### src/rtl/showcase0_result_fifo.sv
// Result buffer for the Showcase0 datapath: a small FIFO holding each sum word
// together with its six comparison flags, plus running statistics on everything
// accepted at the input (sum accumulator, sticky carry flag, cmp_5 hit counter).
module showcase0_result_fifo #(
  parameter int DATA_WIDTH = 32,
  parameter int DEPTH      = 4,
  parameter int CNT_WIDTH  = 16
) (
  input  logic                         clk,
  input  logic                         rst,
  input  logic [DATA_WIDTH-1:0]        din_data,
  input  logic [5:0]                   din_flags,
  input  logic                         din_vld,
  output logic                         din_rd,
  output logic [DATA_WIDTH-1:0]        dout_data,
  output logic [5:0]                   dout_flags,
  output logic                         dout_vld,
  input  logic                         dout_rd,
  output logic [$clog2(DEPTH):0]       level,
  output logic [DATA_WIDTH-1:0]        acc,
  output logic                         acc_ovf,
  output logic [CNT_WIDTH-1:0]         eq_cnt
);

  localparam int AW = $clog2(DEPTH);
  localparam int LW = AW + 1;
  localparam int EW = DATA_WIDTH + 6;

  // Entry layout: flags in the top six bits, sum word below.
  logic [EW-1:0]         mem_q [DEPTH];

  logic [AW-1:0]         wr_ptr_q, wr_ptr_d;
  logic [AW-1:0]         rd_ptr_q, rd_ptr_d;
  logic [LW-1:0]         level_q, level_d;
  logic [DATA_WIDTH-1:0] acc_q, acc_d;
  logic                  acc_ovf_q, acc_ovf_d;
  logic [CNT_WIDTH-1:0]  eq_cnt_q, eq_cnt_d;

  logic                  wr_en;
  logic                  rd_en;
  logic [DATA_WIDTH:0]   sum;

  // Handshakes decode registered occupancy only; din_rd is additionally masked by reset.
  assign dout_vld = (level_q != '0);
  assign din_rd   = (level_q != LW'(DEPTH)) & ~rst;
  assign wr_en    = din_vld & din_rd;
  assign rd_en    = dout_vld & dout_rd;

  assign {dout_flags, dout_data} = mem_q[rd_ptr_q];
  assign level   = level_q;
  assign acc     = acc_q;
  assign acc_ovf = acc_ovf_q;
  assign eq_cnt  = eq_cnt_q;

  // Next-state for pointers, occupancy and statistics.
  always_comb begin
    // NOTE: every signal gets a default first so no path leaves it unassigned (no latches).
    wr_ptr_d  = wr_ptr_q;
    rd_ptr_d  = rd_ptr_q;
    level_d   = level_q;
    acc_d     = acc_q;
    acc_ovf_d = acc_ovf_q;
    eq_cnt_d  = eq_cnt_q;
    sum       = {1'b0, acc_q} + {1'b0, din_data};

    // DEPTH is a power of two, so pointer increments wrap naturally.
    if (wr_en) wr_ptr_d = wr_ptr_q + AW'(1);
    if (rd_en) rd_ptr_d = rd_ptr_q + AW'(1);

    unique case ({wr_en, rd_en})
      2'b10:   level_d = level_q + LW'(1);
      2'b01:   level_d = level_q - LW'(1);
      default: level_d = level_q;
    endcase

    if (wr_en) begin
      acc_d     = sum[DATA_WIDTH-1:0];
      acc_ovf_d = acc_ovf_q | sum[DATA_WIDTH];
      if (din_flags[5] && (eq_cnt_q != '1)) eq_cnt_d = eq_cnt_q + CNT_WIDTH'(1);
    end
  end

  // Control and statistics registers with synchronous reset.
  always_ff @(posedge clk) begin
    // NOTE: non-blocking assignments for all sequential state so every flop samples pre-edge values.
    if (rst) begin
      wr_ptr_q  <= '0;
      rd_ptr_q  <= '0;
      level_q   <= '0;
      acc_q     <= '0;
      acc_ovf_q <= 1'b0;
      eq_cnt_q  <= '0;
    end else begin
      wr_ptr_q  <= wr_ptr_d;
      rd_ptr_q  <= rd_ptr_d;
      level_q   <= level_d;
      acc_q     <= acc_d;
      acc_ovf_q <= acc_ovf_d;
      eq_cnt_q  <= eq_cnt_d;
    end
  end

  // Entry storage; writes only on an accepted input item.
  always_ff @(posedge clk) begin
    // NOTE: storage is deliberately not reset; dout is don't-care until level is nonzero.
    if (wr_en) mem_q[wr_ptr_q] <= {din_flags, din_data};
  end

endmodule

### config.mk
export PLATFORM = sky130hd
export DESIGN_NAME = showcase0_result_fifo
export DESIGN_NICKNAME = d
export VERILOG_FILES = /design/src/rtl/showcase0_result_fifo.sv
export SDC_FILE = /design/constraint.sdc
export NUM_CORES = 1
export LEC_CHECK = 0
export ABC_AREA = 1
export ABC_CLOCK_PERIOD_IN_PS = 6500
export CAP_MARGIN = 25
export CORE_ASPECT_RATIO = 1.2
export CORE_MARGIN = 4
export CORE_UTILIZATION = 40
export CTS_BUF_LIST = sky130_fd_sc_hd__clkbuf_16
export DETAILED_ROUTE_END_ITERATION = 8
export GPL_TIMING_DRIVEN = 0
export SYNTH_ARGS = -nofsm -noshare
export SYNTH_HDL_FRONTEND = slang
export SYNTH_SLANG_ARGS = --single-unit
### constraint.sdc
create_clock -name clk -period 6.5 [get_ports clk]
set_input_delay 0.65 -clock clk [delete_from_list [all_inputs] [get_ports clk]]
set_output_delay 0.65 -clock clk [all_outputs]
set_load 0.05 [all_outputs]
Word-level counts from Yosys, hierarchy flattened --
Memories as Yosys holds them, arrays and structs flattened. A register that Yosys moved wholly into a read port is not among the register bits. Index checks and enable logic that the tools add are counted.
Cells by class: eq/ne operators 4, add/sub/neg operators 6, reductions and logical operators 4, bitwise operators 5, muxes and demuxes 5
Operators with widths (count):
- $add 32x32->33 | 1
- $add 16x1->16 const B | 1
- $ne 16x16->1 const B | 1
- $pmux 3 s2 | 1
- $add 2x1->2 const B | 2
- $mux 2 | 2
- $add 3x1->3 const B | 1
- $and 1x1->1 | 3
- $ne 3x3->1 const B | 1
- $reduce_bool 3->1 | 1
- $sub 3x1->3 const B | 1
- $eq 2x1->1 const B | 1
- $eq 2x2->1 const B | 1
- $mux 1 | 2
- $reduce_and 2->1 | 1
- $reduce_bool 2->1 | 1
- $logic_and 1x1->1 | 1
- $not 1->1 | 1
- $or 1x1->1 | 1
Word-level totals: word-level logic and storage cells 31, memory bits (writable) 152, flip-flop bits (word level) 56, memories 1, bits of input ports 42
Memory list:
- mem_q | depth 4, bits a word 38, read ports 1, clocked after memory_dff 1, write ports 1, RTL line 30 | logic [EW-1:0] mem_q [DEPTH];

Depth between registers and ports, before layout --
depth after elaboration 5, depth in mapped cells 15, depth with buffers taken out 15

Worst setup path before layout --
Ideal clock, no wire load.
kind register to register, start point reg level_q[1], in the netlist level[1], end point mem mem_q[0][0] (netlist bit), enable pin, arrival time 3361 ps, required time 6067 ps, path slack 2706 ps, period minus slack after synthesis 3794 ps, buffers on the path 2, stages on the path, launching flop included 7, cell sequence dfxtp_1 inv_1 a31oi_4 nand2_4 buf_2 buf_2 nor2_1
Between the ends: longest elaborated chain between the ends 5
Ends and longest elaborated chain:
- start: declaration | RTL line 34 | logic [LW-1:0] level_q, level_d;
- start signal: assignment | RTL line 96 | level_q <= level_d;
- $ne 3x3->1 | RTL line 45 | assign din_rd = (level_q != LW'(DEPTH)) & ~rst;
- $and 1x1->1 | RTL line 45
- net din_rd | RTL line 14 | output logic din_rd,
- $and 1x1->1 | RTL line 46 | assign wr_en = din_vld & din_rd;
- $mux 1 | RTL line 106 | if (wr_en) mem_q[wr_ptr_q] <= {din_flags, din_data};
- $mux 1 (not written as such) | RTL line 106
- end: declaration | RTL line 30
The timed path passes the listed nets, and every way through them passes these cells.

==> flow_summary_export.csv <==
group,metric,value,unit
floorplanning,die_h,186,um
sta,setup_viol,0,
pwr,vdd_drop_max,0.143,mV
global_route,grt_pass1_wl,44200,um
clocking,clkLatencyLatePin,510,ps
routing,first_pass_iters,5,
routing,final_antenna_net_count,0,
status,status,"finished, final reports clean",
logic_synthesis,yosysSeqAreaShare,54.4,%
pwr,p_leak,0.00544,uW
routing,drtIter0Drc,457,
clocking,ctsLongestPathBuffers,3,
sta,grt_setup_unrepaired,"false",
worst_setup_path,cp-start-kind,"register",
sta,setup-tns-final,0,ps
logic_synthesis,netlist_area,10500,um^2
worst_setup_path,arrival,3020,ps
sta,post-route-period-util,56.4,%
routing,route.detailed.drc,0,
floorplanning,die_w,156,um
global_route,grt_use_total,19.4,%
pwr,power.total,4850,uW
global_route,grt_pass1_vias,8360,
clocking,post_cts_buffers,0,
logic_synthesis,syn_area_per_cell,8.69,um^2
floorplanning,core_area,25700,um^2
layout,antenna-diode-count,0,
sta,hold_violations,0,
clocking,cts.sinks,210,
global_route,grt_max_degree,21,
sta,tightest_slew,757,ps
clocking,root_buffer,"clkbuf_16",
clocking,cts_resized,0,
sta,slew_headroom,49.4,%
run,maxCapViolations,0,
routing,wl_per_cell,16.7,um
floorplanning,die_area,29000,um^2
sta,fmax,273,MHz
placement,gp_congestion,0.913,
worst_setup_path,cp.required,5850,ps
worst_hold_path,min_path_type,"reg -> reg",
routing,drt_wl_total,28700,um
pwr,p_per_area,369,nW/um^2
layout,nNetsFinal,1454,
sta,fin_crit,3670,ps
layout,final_layout_size_suffix_gt1_share,4.90,%
clocking,htree_levels,1,
layout,areaGrowthSynthToFinish,24.8,%
routing,route.vias.total,8504,
global_route,overflow,0,
logic_synthesis,ys_ff_latch,210,
placement,hpwl,21100,um
logic_synthesis,synth_nets,1293,
clocking,cts_buffers,22,
placement,port_buffers,133,
floorplanning,start_util,41.0,%
clocking,tritoncts,"yes",
routing,viasPerCell,4.95,
global_route,antenna_found_initial,0,
worst_setup_path,worstSetupPathType,"reg -> out",
clocking,clk_pin_slew,70,ps
worst_setup_path,worst_setup_path_end_kind,"primary output",
logic_synthesis,ys_types,35,
sta,slew_viol_final,0,
floorplanning,num_rows,64,
worst_setup_path,crit_fanout,10,
logic_synthesis,yosysWarningCount,0,
sta,skew,13.2,ps
clocking,postCtsHoldBufs,0,
logic_synthesis,synthCells,1211,
floorplanning,io-pin-count,134,
logic make-up (layout without fill, tap and decap cells):
kind of cell | after synthesis | in the layout | synth area share, %
AOI/OAI and AO/OA | 190 | 190 | 10.0
xor gates and xnor gates | 24 | 24 | 2.00
adders and majority gates | 40 | 40 | 4.90
buffers and inverters | 201 | 377 | 7.50
DFF | 210 | 210 | 54.4
and+or+nand+nor | 546 | 546 | 21.2
worst paths after layout:
| kind | cells after the start | slack [ps] | end | startpoint |
|---|---|---|---|---|
| setup / recovery | 5 | 2830 | dout_data[21] | register |
| hold reg to reg | 2 | 470 | acc_ovf$_SDFFE_PP0P_ | acc_ovf$_SDFFE_PP0P_ |
| setup reg to reg | 12 | 3850 | level[2]$_SDFFE_PP0P_ | level[0]$_SDFFE_PP0P_ |
| hold / removal | 2 | 470 | acc_ovf$_SDFFE_PP0P_ | acc_ovf$_SDFFE_PP0P_ |
cell usage after synthesis, drive strengths merged:
master	instances	share of area (%)
fa	2	0.38
a31oi	1	0.20
xor2	6	0.50
o21bai	4	0.29
nor2	143	5.3
o21ai	104	4.9
clkbuf	27	0.96
and3	1	0.059
o22ai	38	2.3
nor4	1	0.059
clkinv	2	0.071
dfxtp	58	11
inv	161	5.7
and2	4	0.24
a21oi	43	2.3
nor3	7	0.33
xnor2	18	1.5
nand4	5	0.42
ha	38	4.5
nand2	315	11
nor3b	1	0.071
nand3	68	3.2
nand3b	1	0.071
buf	11	0.72
edfxtp	152	43
registers in the layout, indices dropped and copies added, names as in the netlist, named ones only:
| register | cells |
|---|---|
| acc | 32 |
| acc_ovf | 1 |
| eq_cnt | 16 |
| level | 3 |
| mem_q | 152 |
| rd_ptr_q | 2 |
| wr_ptr_q | 2 |
worst max-delay path, stage by stage, from the launching register on:
cell and delay, ps:
dfxtp_1 370, clkbuf_1 420, clkbuf_1 420, o21ai_0 170, o22ai_1 270, clkdlybuf4s50_1 860
power breakdown:
| part | internal (uW) | leakage (uW) | switching (uW) |
|---|---|---|---|
| combinational | 619 | 0.00322 | 1360 |
| clock | 758 | 0.000371 | 505 |
| sequential | 1540 | 0.00186 | 69.3 |
per-layer routing:
layer	share of wire (%)	wire length [um]	vias to the layer above	GRT usage, %
met1	42	12000	3922	23.6
met2	50	14400	213	35.4
li1	-	-	4327	-
met5	0	0	-	0
met4	2.3	674	0	5.52
met3	5.9	1690	42	3.37
metrics by stage:
step                      cells  utilization, %  area [um^2]  hold WS (ps)  worst slack, ps
final                      1717            51.1        13100           466             2830
after global routing       1717            51.1        13100           488             2730
after CTS                  1717            51.1        13100           467             2790
after detailed placement   1678            48.3        12400           451             2950
after global placement     1674            47.7        12300           446              979
after floorplan            1211               -        10500           436             2710
cell type report:
type,count,area (um^2)
Fill cell,2395,12600
Multi-Input combinational cell,800,4040
Sequential cell,210,5730
Clock buffer,23,576
Tap cell,330,413
Timing Repair Buffer,137,1440
Clock inverter,16,151
Buffer,38,178
Inverter,163,612
cells in the final DEF (no fill, tap or decap), types with 3 or more instances in the layout:
master	n
a21oi_1	35
a21oi_2	8
and2_1	4
buf_16	4
buf_2	9
bufinv_16	3
clkbuf_1	27
clkbuf_16	23
clkdlybuf4s50_1	133
clkinv_1	7
dfxtp_1	58
edfxtp_1	152
ha_1	38
inv_1	164
nand2_1	312
nand3_1	68
nand4_1	3
nor2_1	135
nor2_4	7
nor3_1	7
o21ai_0	98
o21ai_1	6
o21bai_1	4
o22ai_1	38
xnor2_1	18
xor2_1	6
Note: power is estimated with default switching activity, not from simulation.
